### config.mk
export PLATFORM = sky130hd
export DESIGN_NAME = bt_cmd_sched_flat
export DESIGN_NICKNAME = d
export VERILOG_FILES = /design/src/rtl/bt_pkg.sv /design/src/rtl/bt_cmd_sched_if.sv /design/src/rtl/bt_cmd_rom.sv /design/src/rtl/bt_cmd_sched.sv /design/src/flat_wrapper.sv
export SDC_FILE = /design/constraint.sdc
export NUM_CORES = 1
export LEC_CHECK = 0
export ABC_CLOCK_PERIOD_IN_PS = 2700
export CAP_MARGIN = 20
export CELL_PAD_IN_SITES_DETAIL_PLACEMENT = 1
export CELL_PAD_IN_SITES_GLOBAL_PLACEMENT = 2
export CORE_MARGIN = 5
export CORE_UTILIZATION = 33
export DETAILED_ROUTE_END_ITERATION = 10
export PLACE_DENSITY_LB_ADDON = 0.15
export SLEW_MARGIN = 10
export SYNTH_ARGS = -nofsm -noshare
export SYNTH_HDL_FRONTEND = slang
export SYNTH_SLANG_ARGS = --single-unit
### constraint.sdc
create_clock -name CLOCK_10 -period 2.7 [get_ports CLOCK_10]
set_input_delay 0.54 -clock CLOCK_10 [delete_from_list [all_inputs] [get_ports CLOCK_10]]
set_output_delay 0.54 -clock CLOCK_10 [all_outputs]
set_load 0.01 [all_outputs]
### src/rtl/bt_pkg.sv
// bt_pkg: shared state encoding, ASCII codes and command IDs for the Bluetooth command scheduler
package bt_pkg;
    typedef enum logic [1:0] {IDLE, SHIFT, GUARD} state_t;
    localparam logic [7:0] CH_A = 8'h41, CH_T = 8'h54, CH_Z = 8'h5A, CH_D = 8'h44;
    localparam logic [7:0] CH_H = 8'h48, CH_PLUS = 8'h2B, CH_CR = 8'h0D;
    localparam int CMD_ATZ = 0, CMD_ATD = 1, CMD_ESC = 2, CMD_ATH = 3;
    localparam int DEF_CLK_DIV = 1000;
endpackage

### src/rtl/bt_cmd_sched_if.sv
// bt_cmd_sched_if: requester handshake plus UART line; BT_CMD_SCHED_ABORT_EN adds abort/aborted
interface bt_cmd_sched_if #(parameter int N_REQ = 4);
    logic [N_REQ-1:0] req;
    logic [N_REQ-1:0] grant;
    logic done;
    logic busy;
    logic BT_Tx;
`ifdef BT_CMD_SCHED_ABORT_EN
    logic abort;
    logic aborted;
    modport master (output req, abort, input grant, done, busy, BT_Tx, aborted);
    modport slave (input req, abort, output grant, done, busy, BT_Tx, aborted);
`else
    modport master (output req, input grant, done, busy, BT_Tx);
    modport slave (input req, output grant, done, busy, BT_Tx);
`endif
endinterface

### src/rtl/bt_cmd_rom.sv
// bt_cmd_rom: fixed AT command strings, one per requester; returns the indexed character and command length
module bt_cmd_rom import bt_pkg::*; #(
    parameter int N_REQ = 4,
    parameter int MAX_LEN = 8
) (
    input  logic [$clog2(N_REQ)-1:0]     cmd,
    input  logic [$clog2(MAX_LEN)-1:0]   idx,
    output logic [7:0]                   chr,
    output logic [$clog2(MAX_LEN+1)-1:0] len
);
    localparam int LW = $clog2(MAX_LEN + 1);
    always_comb begin
        chr = CH_CR;
        len = LW'(4);
        case (int'(cmd))
            CMD_ATZ: chr = idx == 0 ? CH_A : idx == 1 ? CH_T : idx == 2 ? CH_Z : CH_CR;
            CMD_ATD: chr = idx == 0 ? CH_A : idx == 1 ? CH_T : idx == 2 ? CH_D : CH_CR;
            CMD_ESC: begin
                chr = CH_PLUS;
                len = LW'(3);
            end
            CMD_ATH: chr = idx == 0 ? CH_A : idx == 1 ? CH_T : idx == 2 ? CH_H : CH_CR;
            default: len = LW'(1);
        endcase
    end
endmodule

### src/rtl/bt_cmd_sched.sv
// bt_cmd_sched: round-robin scheduler sending one fixed AT command per grant over 8N1 UART, then a guard gap.
// Optional BT_CMD_SCHED_ABORT_EN: abort skips remaining characters after the current one.
module bt_cmd_sched import bt_pkg::*; #(
    parameter int CLK_DIV = DEF_CLK_DIV,
    parameter int N_REQ = 4,
    parameter int GUARD_BITS = 20,
    parameter int MAX_LEN = 8
) (
    input logic CLOCK_10,
    input logic reset,
    bt_cmd_sched_if.slave b
);
    localparam int DW = $clog2(CLK_DIV);
    localparam int CW = $clog2(MAX_LEN);
    localparam int LW = $clog2(MAX_LEN + 1);
    localparam int IW = $clog2(N_REQ);
    localparam int GW = $clog2(GUARD_BITS * CLK_DIV + 1);
    localparam int GLAST = GUARD_BITS * CLK_DIV - 1;
    state_t state;
    logic [DW-1:0] div_cnt;
    logic [3:0] bit_idx;
    logic [CW-1:0] char_idx;
    logic [GW-1:0] g_cnt;
    logic [IW-1:0] rr_ptr, win, j;
    logic [7:0] chr;
    logic [LW-1:0] len;
    logic tick, more, stop, fin;
    bt_cmd_rom #(.N_REQ(N_REQ), .MAX_LEN(MAX_LEN)) rom (.cmd(rr_ptr), .idx(char_idx), .chr(chr), .len(len));
    assign tick = div_cnt == DW'(CLK_DIV - 1);
    assign more = LW'(char_idx) + LW'(1) < len;
    assign fin = state == GUARD && g_cnt == GW'(GLAST);
    // descending scan so the nearest set bit after rr_ptr is the last to be assigned
    always_comb begin
        win = rr_ptr;
        j = '0;
        for (int k = N_REQ; k >= 1; k--) begin
            j = IW'((int'(rr_ptr) + k) % N_REQ);
            if (b.req[j]) win = j;
        end
    end
`ifdef BT_CMD_SCHED_ABORT_EN
    logic abort_flag;
    assign stop = abort_flag | b.abort;
    always_ff @(posedge CLOCK_10) begin
        if (reset) begin
            abort_flag <= 1'b0;
            b.aborted <= 1'b0;
        end else begin
            abort_flag <= fin ? 1'b0 : abort_flag | (state == SHIFT && b.abort);
            b.aborted <= fin & abort_flag;
        end
    end
`else
    assign stop = 1'b0;
`endif
    always_ff @(posedge CLOCK_10) begin
        if (reset) begin
            state <= IDLE;
            rr_ptr <= IW'(N_REQ - 1);
            b.grant <= '0;
            b.done <= 1'b0;
            b.busy <= 1'b0;
            b.BT_Tx <= 1'b1;
            div_cnt <= '0;
            bit_idx <= '0;
            char_idx <= '0;
            g_cnt <= '0;
        end else begin
            b.done <= 1'b0;
            case (state)
                IDLE: if (|b.req) begin
                    state <= SHIFT;
                    rr_ptr <= win;
                    b.grant <= N_REQ'(1) << win;
                    b.busy <= 1'b1;
                    b.BT_Tx <= 1'b0;
                    div_cnt <= '0;
                    bit_idx <= '0;
                    char_idx <= '0;
                end
                SHIFT: begin
                    div_cnt <= tick ? '0 : div_cnt + DW'(1);
                    if (tick) begin
                        if (bit_idx < 4'd9) begin
                            bit_idx <= bit_idx + 4'd1;
                            b.BT_Tx <= bit_idx == 4'd8 ? 1'b1 : chr[bit_idx[2:0]];
                        end else if (more && !stop) begin
                            char_idx <= char_idx + CW'(1);
                            bit_idx <= '0;
                            b.BT_Tx <= 1'b0;
                        end else begin
                            state <= GUARD;
                            b.BT_Tx <= 1'b1;
                            g_cnt <= '0;
                        end
                    end
                end
                GUARD: if (fin) begin
                    state <= IDLE;
                    b.done <= 1'b1;
                    b.grant <= '0;
                    b.busy <= 1'b0;
                end else begin
                    g_cnt <= g_cnt + GW'(1);
                end
                default: state <= IDLE;
            endcase
        end
    end
endmodule

### src/flat_wrapper.sv
// flat-port wrapper written by rule: the top's interface ports become plain ports
module bt_cmd_sched_flat import bt_pkg::*;
#(
    parameter int CLK_DIV = DEF_CLK_DIV,
    parameter int N_REQ = 4,
    parameter int GUARD_BITS = 20,
    parameter int MAX_LEN = 8
)
  (CLOCK_10, reset, b_req, b_grant, b_done, b_busy, b_BT_Tx);
  bt_cmd_sched_if #(.N_REQ(N_REQ)) b_i ();
  input logic CLOCK_10;
  input logic reset;
  input wire logic [$bits(b_i.req)-1:0] b_req;
  output wire logic [$bits(b_i.grant)-1:0] b_grant;
  output wire logic [$bits(b_i.done)-1:0] b_done;
  output wire logic [$bits(b_i.busy)-1:0] b_busy;
  output wire logic [$bits(b_i.BT_Tx)-1:0] b_BT_Tx;
  assign b_i.req = b_req;
  assign b_grant = b_i.grant;
  assign b_done = b_i.done;
  assign b_busy = b_i.busy;
  assign b_BT_Tx = b_i.BT_Tx;
  bt_cmd_sched #(.CLK_DIV(CLK_DIV), .N_REQ(N_REQ), .GUARD_BITS(GUARD_BITS), .MAX_LEN(MAX_LEN)) u_core (.CLOCK_10(CLOCK_10), .reset(reset), .b(b_i));
endmodule
=== After elaboration in Yosys (flattened, before gate mapping) ===
Cells that the tools add are included.

* Flip-flop bits (word level): 43
* RAM bits: 0
* Latch bits: 0
* Output and inout bits: 7
* Input bits: 6
* Memories kept: 0
* ROM bits: 0
* Word-level logic and storage cells: 125

* Div/mod/pow operators: 0
* Multipliers: 0
* Reduce and logical (&&, ||, !) cells: 17
* Shift operators: 1
* $add $sub $neg: 9
* Equal/unequal tests: 18
* Order comparisons: 7
* Bitwise gates (word level): 1
* Mux-type cells: 62

{| class="wikitable"
|+ Operator list
! operator !! number
|-
| 7-bit two-way mux || 9
|-
| 15-bit two-way mux || 4
|-
| 8-bit case mux with 4 select lines || 1
|-
| 15-bit case mux with 2 select lines || 1
|-
| 4-bit two-way mux || 6
|-
| 10-bit two-way mux || 2
|-
| 10-bit case mux with 2 select lines || 1
|-
| 2-bit two-way mux || 9
|-
| 4-bit case mux with 2 select lines || 2
|-
| 15-bit by 1-bit adder with 15-bit output, second input constant || 1
|-
| 15-bit == test, second input constant || 1
|-
| 3-bit two-way mux || 5
|-
| 5-bit AND reduction || 3
|-
| 1-bit two-way mux || 13
|-
| 2-bit by 3-bit < comparator with 1-bit output, second input constant || 4
|-
| 10-bit by 1-bit adder with 10-bit output, second input constant || 1
|-
| 10-bit == test, second input constant || 1
|-
| 1-bit binary-select mux with 2-bit select || 4
|-
| 2-bit by 1-bit inequality test with 1-bit output, second input constant || 4
|-
| 2-bit == test, second input constant || 3
|-
| 2-bit inequality test, second input constant || 3
|-
| 2-bit case mux with 3 select lines || 1
|-
| 3-bit case mux with 2 select lines || 1
|-
| 3-bit AND reduction || 2
|-
| other kinds (25) || 33
|}

=== Depth between registers and ports, before layout ===
* Word-level depth: 11
* Gate-level depth with buffers: 11
* Depth with buffers taken out: 10

=== Hierarchy ===
A second synthesis with hierarchy kept.

* Cells, all modules: 311
* Area total of the unflattened synthesis: 2567.5 µm²

{| class="wikitable"
|+ Modules (own cells, without submodules)
! module !! seq. area each (µm²) !! cells an instance !! instances !! area each (µm²)
|-
| bt_cmd_sched || 860.8 || 290 || 1 || 2432.3
|-
| bt_cmd_rom || 0.0 || 21 || 1 || 135.1
|}

=== Worst setup path before layout ===
No wires, ideal clock.

* Kind: register -> register
* Start point: register u_core.rr_ptr[0]
* End point: register u_core.g_cnt[14]
* Data required time: 2583 ps
* Arrival time: 2418 ps
* Library setup time: 117 ps
* Clock period less this slack: 2535 ps
* Buffers on the path: 1
* Slack: 165 ps
* Stages on the path, launching flop included: 12
* Cells stage by stage: dfxtp_1 -> inv_1 -> ha_1 -> inv_1 -> ha_1 -> and3b_1 -> o21a_1 -> o31a_4 -> buf_6 -> nor4_1 -> xnor2_1 -> nor2_2

* Cells in the longest elaborated chain, start to end: 5

{| class="wikitable"
|+ RTL lines
! item !! RTL line !! text
|-
| from (decl) || bt_cmd_sched.sv:24 || <nowiki>logic [IW-1:0] rr_ptr, win, j;</nowiki>
|-
| from (signal assigned) || bt_cmd_sched.sv:59 || <nowiki>rr_ptr <= IW'(N_REQ - 1);</nowiki>
|-
| from (signal assigned) || bt_cmd_sched.sv:73 || <nowiki>rr_ptr <= win;</nowiki>
|-
| 2-bit == test || bt_cmd_rom.sv:15 || <nowiki>case (int'(cmd))</nowiki>
|-
| 3-bit two-way mux || bt_cmd_rom.sv:15 ||
|-
| 4-bit by 3-bit < comparator with 1-bit output || bt_cmd_sched.sv:30 || <nowiki>assign more = LW'(char_idx) + LW'(1) < len;</nowiki>
|-
| 2-bit inequality test (no line) || n/a ||
|-
| 5-bit AND reduction (no line) || n/a ||
|-
| to (signal assigned) || bt_cmd_sched.sv:104 || <nowiki>g_cnt <= g_cnt + GW'(1);</nowiki>
|-
| to (decl) || bt_cmd_sched.sv:23 || <nowiki>logic [GW-1:0] g_cnt;</nowiki>
|}

Every way passes these cells.
A chain may end at the register's enable or synchronous reset.

=== Worst setup path after layout ===
* Start point: register u_core.char_idx[0]
* End point: register u_core.g_cnt[0]

* Cells in the longest elaborated chain, start to end: 4

{| class="wikitable"
|+ RTL lines
! item !! RTL line !! text
|-
| from (decl) || bt_cmd_sched.sv:22 || <nowiki>logic [CW-1:0] char_idx;</nowiki>
|-
| from (signal assigned) || bt_cmd_sched.sv:88 || <nowiki>char_idx <= char_idx + CW'(1);</nowiki>
|-
| 3-bit by 1-bit adder with 4-bit output || bt_cmd_sched.sv:30 ||
|-
| 4-bit by 3-bit < comparator with 1-bit output || bt_cmd_sched.sv:30 ||
|-
| 2-bit inequality test (no line) || n/a ||
|-
| 5-bit AND reduction (no line) || n/a ||
|}

Every way passes these cells.

==> results.md <==
* Reg2reg start: u_core.char_idx[0]
* Multiplexer area fraction after synthesis at roughly 2.8%
* Net Sw Power at roughly 1100 uW
* Peak supply drop at 0.2459 mV
* Endpoints failing setup at 0
* Leakage power at roughly 0.0011 uW
* Slew Limit Headroom at 54.91%
* Synth Instances at between 300 and 400
* Worst skew pair latency at 0.29 ns
* R2r worst-path depth at 10
* Commonest non-fill, non-tap cell in the layout: nor2_1
* Post-synth net total at ~330
* WHS Path Cells at 1
* Non-filler cells, final at 433
* DR DRC count at 0
* #FFs+latches synth at between 40 and 50
* Total Power at between 2000 and 3000 uW
* Power per cell area at between 800 and 900 nW/um2
* Drt pass-1 iters at 4
* Skew final at 0.007435 ns
* Net Sw Frac at 41.86%
* Total number of vias at ~2300
* CTS tree: yes
* Yosys cell types at between 50 and 60
* Number of hold-slack violations in the final timing report at 0
* IO Port Bufs at 12
* Antenna Nets Post-Route at 0
* Largest family of logic cells by synthesized area: simple AND/OR/NAND/NOR gates
* Cell family with most CP delay: compound AO/OA/AOI/OAI gates
* Ys Warns at 0
* Gpl congestion at 0.8215
* HPWL after DPL at ~4600 um
* Post-Synth XOR/XNOR Area at between 7 and 8%
* Root buf cell: clkbuf_8
* Synth async-reset ratio at 0%
* Synth Area per Inst at roughly 8.3 um2
* Share of cells above drive strength 1 at roughly a tenth
* Cells after DPL at about 430
* Status: completed
* Final setup TNS at 0 ns
* Hold Crit Class: register to register
* EDFF count, synth at 0
* CP arrival at ~2.7 ns
* Grt ovf at 0
* Final core area utilization at 38.68%
* Die footprint at approximately 9600 um2
* Nets at ~360
* R2R Setup Slk at around 0.23 ns
* Crit path cell chain: inv_1, ha_1, ha_1, o21ai_0, o21a_1, o31a_4, nor3_4, buf_4, mux2i_1, nor2_1
* Area share of fa/ha/maj cells after synthesis at a little under a tenth
* Row cnt at 32
* Slew @ Worst Pin at 0.6679 ns
* WL final at approximately 6000 um
* CTS sink cnt at 43
* Clock group share of total power at between 10% and 20%
* Largest net degree at the start of global routing at 15
* Vias per std cell at about 5.2
* Global-route wire length before repair at around 11000 um
* Compound-Gate Fraction of Synth Area at about 16%
* Critical path endpoint category: register
* Ports at 13
* Total CTS buffers at 5
* Layout area overhead at 15.43%
* Achievable frequency at between 400 and 500 MHz
* Most frequent cells in the layout: nor2_1 (49), dfxtp_1 (41), inv_1 (19), ha_1 (19)
* Hold Path End: u_core.b.grant[1]
* Seq/Total Area, Yosys at between 30 and 40%
* Vias in the first global route at 2318
* Pint at ~1500 uW
* Worst Path Buf+Inv at 2
* Hold path start: u_core.b.grant[1]
* Top cell by count, worst path: ha_1
* CTS max path bufs at 2
* Comb power frac at between 50% and 60%
* Final min period at 2.474 ns
* RR Endpoint: u_core.g_cnt[0]
* CP Launch Type: register
* Req. time, crit path at between 2 and 3 ns
* Worst-path clk slew at about 0.08 ns
* Depth of the CTS H-tree at 2
* Antenna violations before repair at 0
* Top_reg_cell synth: dfxtp_1
* Cell Area, Synth at roughly 2600 um2
* Final Max Tran Viols at 0
* Crit-path max FO at 14
* Largest stage delay on the critical path at about 0.38 ns
* GRT Total Usage at around an eighth
* Die W at 98.12 um
* RSZ-0062 raised after global routing: false
* DIE HEIGHT at around 98 um
* Initial Utilization at about a third
* Max cap viols at 0
* Final cycle utilization of the critical path at just over 90%
* Antenna diodes at 0
* CP Class: register to register
* Worst Hold Slack at about 0.47 ns
* Core area at 7647 um2
* Slowest CP cell: dfxtp_2
* Drt first-iter violations at between 60 and 70
* Reg power frac at a little under a third
* Routed length per placed instance at 14.07 um
* Synth Area in Simple Gates at between 20% and 30%
[synthesized netlist by cell type (5+ instances only)]
master    number  share of area [%]
a21oi_1       14                2.7
clkbuf_1       6               0.88
dfxtp_1       43                 34
ha_1          19                9.3
inv_1         19                2.8
mux2i_1        5                2.0
nand2_1       15                2.2
nand3_1       12                2.3
nand4_1        7                1.7
nor2_1        49                7.2
nor3_1         6                1.2
nor4_1         8                2.0
o21ai_0       11                2.1
xnor2_1       16                5.5
xor2_1         5                1.7
[logic make-up after synthesis]
| kind of cell | after synthesis |
|---|---|
| compound gates | 59 |
| xor+xnor | 21 |
| fa+ha+maj | 19 |
| buf+inv | 30 |
| flops | 43 |
| mux | 7 |
| simple gates | 128 |
[area by class of cell]
cell class	count	area (um2)
Clock buffer	6	72.57
Multi-Input combinational cell	234	1579
Timing Repair Buffer	28	240.2
Sequential cell	43	863.3
Fill cell	917	4690
Tap cell	102	127.6
Inverter	20	75.07
[per-layer routing]
layer | track usage (%) | routed length [um] | vias up
met2 | 23.35 | 2938 | 13
met3 | 2.429 | 111 | 7
met5 | 0 | 0 | -
met1 | 16.54 | 2987 | 1088
li1 | - | - | 1145
met4 | 3.195 | 55 | 0
[worst max path at each step]
stage	from	to	slack [ns]	cells past startpoint
detailed placement	u_core.char_idx[0]	u_core.g_cnt[3]	-0.01	9
global route	u_core.char_idx[0]	u_core.g_cnt[0]	0.03	10
finish	u_core.char_idx[0]	u_core.g_cnt[0]	0.23	10
CTS	u_core.char_idx[0]	u_core.g_cnt[0]	0.02	10
global placement	u_core.char_idx[0]	u_core.g_cnt[3]	0.08	9
floorplan	u_core.rr_ptr[0]	u_core.g_cnt[14]	0.17	11
[worst register-to-register path, delay by kind of cell (launching register included)]
family	cells	cell delay (ns)
compound gates	3	0.65
fa+ha+maj	2	0.61
flops	1	0.38
simple gates	2	0.30
buf+inv	2	0.25
mux	1	0.17
[state kept, by name, indices dropped and copies added, names as in the netlist]
name and flops:
u_core.state 2, u_core.g_cnt 15, u_core.div_cnt 10, u_core.bit_idx 4, u_core.b.busy 1, u_core.b.done 1, u_core.b.grant 4, u_core.rr_ptr 2
u_core.b.BT_Tx 1, u_core.char_idx 3
[stage by stage]
step / setup WS (ns) / instance area (um2)
2_1_floorplan: 0.1651 / 2562
3_3_place_gp: 0.08439 / 2868
3_5_place_dp: -0.01311 / 2868
4_1_cts: 0.01846 / 2948
5_1_grt: 0.03308 / 2958
6_report: 0.2256 / 2958
[power groups by stage]
| stage | Combinational [uW] | Clock (uW) | Sequential (uW) |
|---|---|---|---|
| after floorplan | 875 | 0 | 823 |
| after global placement | 1310 | 0 | 801 |
| after detailed placement | 1330 | 0 | 803 |
| after CTS | 1350 | 406 | 789 |
| after global routing | 1510 | 423 | 802 |
| final | 1340 | 383 | 789 |
[timing repair]
action / 4_1_cts / 5_1_grt
pin swaps: 1 / 2
endpoints found under the setup margin: 1 / 12
setup buffers: 1 / 1
hold buffers: 0 / 0
gates resized for setup: 0 / 2
(Power assumes the default switching activity.)
